### src/rtl/nios_qsys_file_pio_in.sv
// Avalon-MM input PIO: synchronized inputs, edge capture with
// write-one-to-clear, interrupt mask and registered read data.
module nios_qsys_file_pio_in #(
  parameter int WIDTH       = 25,
  parameter int EDGE_TYPE   = 0,
  parameter int SYNC_STAGES = 2
) (
  input  logic             clk,
  input  logic             reset,
  input  logic [1:0]       address,
  input  logic             chipselect,
  input  logic             read_n,
  input  logic             write_n,
  input  logic [31:0]      writedata,
  input  logic [WIDTH-1:0] in_port,
  output logic [31:0]      readdata,
  output logic             irq
);

  localparam int ARM = SYNC_STAGES + 1;

  logic [WIDTH-1:0] sync_q [SYNC_STAGES];
  logic [WIDTH-1:0] data;
  logic [WIDTH-1:0] prev;
  logic [WIDTH-1:0] irqmask;
  logic [WIDTH-1:0] edgecap;
  logic [WIDTH-1:0] edge_raw;
  logic [WIDTH-1:0] edge_det;
  logic [2:0]       arm_cnt;
  logic             armed;
  logic             rd_en;
  logic             wr_en;
  logic [31:0]      rd_mux;
  logic             unused_ok;

  assign unused_ok = &{1'b0, writedata};

  assign rd_en = chipselect & ~read_n;
  assign wr_en = chipselect & ~write_n;
  assign data  = sync_q[SYNC_STAGES-1];
  assign armed = (arm_cnt == 3'(ARM));

  always_ff @(posedge clk) begin
    if (reset) begin
      for (int i = 0; i < SYNC_STAGES; i++)
        sync_q[i] <= '0;
      prev <= '0;
    end else begin
      sync_q[0] <= in_port;
      for (int i = 1; i < SYNC_STAGES; i++)
        sync_q[i] <= sync_q[i-1];
      prev <= data;
    end
  end

  // Hold off detection until the chain has flushed reset-time levels.
  always_ff @(posedge clk) begin
    if (reset)
      arm_cnt <= '0;
    else if (!armed)
      arm_cnt <= arm_cnt + 3'd1;
  end

  always_comb begin
    edge_raw = '0;
    case (EDGE_TYPE)
      0:       edge_raw = data & ~prev;
      1:       edge_raw = ~data & prev;
      default: edge_raw = data ^ prev;
    endcase
    edge_det = armed ? edge_raw : '0;
  end

  // A new edge outranks a simultaneous clear of the same bit.
  always_ff @(posedge clk) begin
    if (reset)
      edgecap <= '0;
    else if (wr_en && address == 2'd3)
      edgecap <= (edgecap & ~writedata[WIDTH-1:0]) | edge_det;
    else
      edgecap <= edgecap | edge_det;
  end

  always_ff @(posedge clk) begin
    if (reset)
      irqmask <= '0;
    else if (wr_en && address == 2'd2)
      irqmask <= writedata[WIDTH-1:0];
  end

  always_comb begin
    rd_mux = '0;
    case (address)
      2'd0:    rd_mux[WIDTH-1:0] = data;
      2'd2:    rd_mux[WIDTH-1:0] = irqmask;
      2'd3:    rd_mux[WIDTH-1:0] = edgecap;
      default: rd_mux = '0;
    endcase
  end

  always_ff @(posedge clk) begin
    if (reset)
      readdata <= '0;
    else if (rd_en)
      readdata <= rd_mux;
  end

  assign irq = |(edgecap & irqmask);

endmodule

### config.mk
export PLATFORM = sky130hd
export DESIGN_NAME = nios_qsys_file_pio_in
export DESIGN_NICKNAME = d
export VERILOG_FILES = /design/src/rtl/nios_qsys_file_pio_in.sv
export SDC_FILE = /design/constraint.sdc
export NUM_CORES = 1
export LEC_CHECK = 0
export ABC_CLOCK_PERIOD_IN_PS = 1800
export CORE_MARGIN = 2
export CORE_UTILIZATION = 50
export DETAILED_ROUTE_END_ITERATION = 6
export PLACE_DENSITY = 0.82
export SLEW_MARGIN = 20
export SYNTH_ARGS = -nofsm -noshare
export SYNTH_HDL_FRONTEND = slang
export SYNTH_SLANG_ARGS = --single-unit
### constraint.sdc
create_clock -name clk -period 1.8 [get_ports clk]
set_clock_uncertainty 0.2 [all_clocks]
set_input_delay 0.36 -clock clk [delete_from_list [all_inputs] [get_ports clk]]
set_output_delay 0.36 -clock clk [all_outputs]
set_load 0.01 [all_outputs]
==> results.cfg <==
[finish]
multi_input_area_sq_um = 2359
finalNonFillerCells = 875
area_delta_synth_final_pct = 35.25
finalNetCount = 789
stdcell_area_sq_um = 7686
fillerInstances = 758
layout-drive-gt1-share_pct = 19.05
register_area_sq_um = 3065
diodes = 0

[cts]
cts_buffer_depth = 2
htree_levels = 4
clk_pin_slew_ps = 60
cts_sinks = 153
cts_buffers = 17
cts_tree = built
clock-root-buffer = clkbuf_16
clock_latency_ps = 420
cts_hold_buffers = 0

[timing]
setup_viol = 1
timing.fmax_mhz = 447.2
hold_viol = 0
min_period_ps = 2236
final_max_slew_viol_count = 0
rsz0062_at_grt = yes
fin_setup_tns_ps = -435.9
setup_slack_ps = -435.9
tightest_slew_ps = 553.8
slew_headroom_pct = 62.99
period_share_pct = 124.2
hold_ws_ps = 118.7

[floorplan]
start_util_pct = 51.74
coreArea_sq_um = 10980
ioPinCount = 97
die_x_um = 110.6
fp.dieH_um = 110.6
rows = 38
die_area_sq_um = 12230

[placed_design]
placed_cells = 839
place_ws_ps = -555.2
portBuffers = 82
place_area_sq_um = 7017
dp_hpwl_um = 9319
gp_congestion = 0.8046

[yosys]
synth_area_sq_um = 5683
yosys.cell_types.count = 31
synth_top_cell_by_area = dfxtp_1
yosys.area_share.simple_pct = 22.21
synthMuxAreaShare_pct = 6.055
syn_inst = 600
synth_top_area_share_pct = 53.90
synth_compound_area_share_pct = 11.45
synth_top_family_by_area = simple AND/OR/NAND/NOR gates
synth_xor_area_share_pct = 0.1541
yosysWarnings = 0
ys_ff_latch = 153
synth_area_leaders = dfxtp_1, nor2b_1, nand2_1, nor2_1, mux2_4
synth.avg_cell_area_sq_um = 9.472
yosysSeqAreaShare_pct = 53.90
synthAdderAreaFrac_pct = 0.4403

[global_route]
grt_use_total_pct = 24.70
grt_pass1_vias = 5031
grt_max_degree = 52
antenna_found_initial = 0
grt-ovfl-total = 0
grt_pass1_wl_um = 24200

[run_status]
failed_checks = negative setup slack
status = finished, violations left

[detailed_routing]
drt_iter0_drc = 256
wl_per_cell_um = 17.66
ant_nets = 0
via_per_inst = 5.544
routed_wl_um = 15450
drcViolationCount = 0
firstDrtPassIters = 5
vias = 4851

[worst_setup_path]
cp-end-kind = primary output
start_kind = flop
cp.arrival_ps = 1680
ff2ff_path_depth = 7
critPathKind = flop to primary output
worstPathRequired_ps = 1240
crit_fanout = 2

[power]
switchingPower_w = 0.001783
pwr-share-clk_pct = 45.0
p_int_w = 0.006086
swShare_pct = 22.66
p_per_area_nw_per_um2 = 1024
seqPwrFrac_pct = 45.7
p_leak_nw = 3.171
ir_worst_vdd_mv = 0.6362
combPwrFrac_pct = 9.2

[run]
maxCapViolations = 0

[hold_path]
worstHoldPathCells = 2
hold_path_class = primary input to flop
==> worst max-delay path: stages, from the launching register on <==
cell,delay (ps)
dfxtp_1,330
a22oi_1,260
nand3_1,180
nor2_2,190
nand4_1,130
buf_2,170
==> per-layer routing <==
layer / part of all wire, % / GRT usage, % / vias up
li1: - / - / 2244
met1: 40 / 28.70 / 2310
met2: 49 / 42.82 / 249
met3: 7.5 / 5.928 / 48
met4: 3.0 / 11.67 / 0
met5: 0 / 0 / -
==> final timing paths <==
check                                         startpoint  slack [ps]                        to
worst max register to register   arm_cnt[0]$_SDFFE_PP0N_         220    edgecap[15]$_SDFF_PP0_
worst max-delay path               edgecap[3]$_SDFF_PP0_        -440                       irq
worst min-delay path                               reset         120  sync_q[0][35]$_SDFF_PP0_
worst min register to register  sync_q[0][20]$_SDFF_PP0_         230  sync_q[0][45]$_SDFF_PP0_
==> per-stage QoR <==
step	util (%)	power, W
2_1_floorplan	-	0.004012
3_3_place_gp	63.89	0.004352
3_5_place_dp	63.89	0.004384
4_1_cts	69.40	0.007882
5_1_grt	69.98	0.008123
6_report	69.98	0.007869
==> final cells by class <==
| type | count | area share [%] |
|---|---|---|
| flip-flops and latches | 153 | 39.88 |
| multi-input cells | 392 | 30.69 |
| repair buffers | 147 | 18.83 |
| clock buffers | 19 | 5.763 |
| well taps | 140 | 2.279 |
| clock inverters | 12 | 1.970 |
| inverters | 12 | 0.5860 |
==> what timing repair did <==
item / in CTS / in global routing
setup buffers: 2 / 0
gates cloned: 1 / 2
resized for setup: 36 / 4
pin swaps: 6 / 0
setup endpoints to repair: 51 / 32
==> Yosys cell counts, drive strengths merged <==
cell,count
a22oi,7
nor3,25
a221oi,27
a22o,2
inv,12
nand3,1
buf,27
dfxtp,153
and4b,1
nor2b,76
nand2b,1
a222oi,1
ha,2
nand4,2
nor2,70
conb,1
xor2,1
a32oi,11
clkbuf,23
mux2i,1
a21oi,40
mux2,25
nand4bb,1
and4bb,1
nand2,89
==> kinds of logic (layout without fill, tap and decap cells) <==
group / after synthesis / count (layout)
adders and majority gates: 2 / 2
AOI/OAI and AO/OA: 88 / 88
buffers and inverters: 62 / 190
xor gates and xnor gates: 1 / 1
and+or+nand+nor: 267 / 268
DFF: 153 / 153
muxes: 26 / 26
other: 1 / 7
==> state kept, by name (all words and copies together), names as in the netlist <==
register / count
readdata: 25
irqmask: 25
edgecap: 25
arm_cnt: 3
prev: 25
sync_q: 50
==> layout by cell type (no fill, tap or decap), types with 5 or more instances in the layout <==
master	count
dlygate4sd2_1	25
nand2_1	89
a21oi_1	40
mux2_4	14
nor2_1	68
clkdlybuf4s50_1	53
clkbuf_16	19
dfxtp_1	151
nor2b_1	75
a32oi_1	10
a22oi_1	5
inv_1	12
a221oi_1	20
a221oi_2	7
nor3_1	25
clkinvlp_4	5
buf_4	53
buf_12	11
conb_1	7
mux2_2	11
==> power groups by stage <==
stage | Sequential (W) | Combinational [W] | Clock (W)
4_1_cts | 0.00360 | 0.000712 | 0.00357
6_report | 0.00360 | 0.000727 | 0.00354
3_5_place_dp | 0.00367 | 0.000717 | 0
3_3_place_gp | 0.00366 | 0.000689 | 0
2_1_floorplan | 0.00366 | 0.000348 | 0
5_1_grt | 0.00361 | 0.000775 | 0.00374
(Power assumes the default switching activity.)
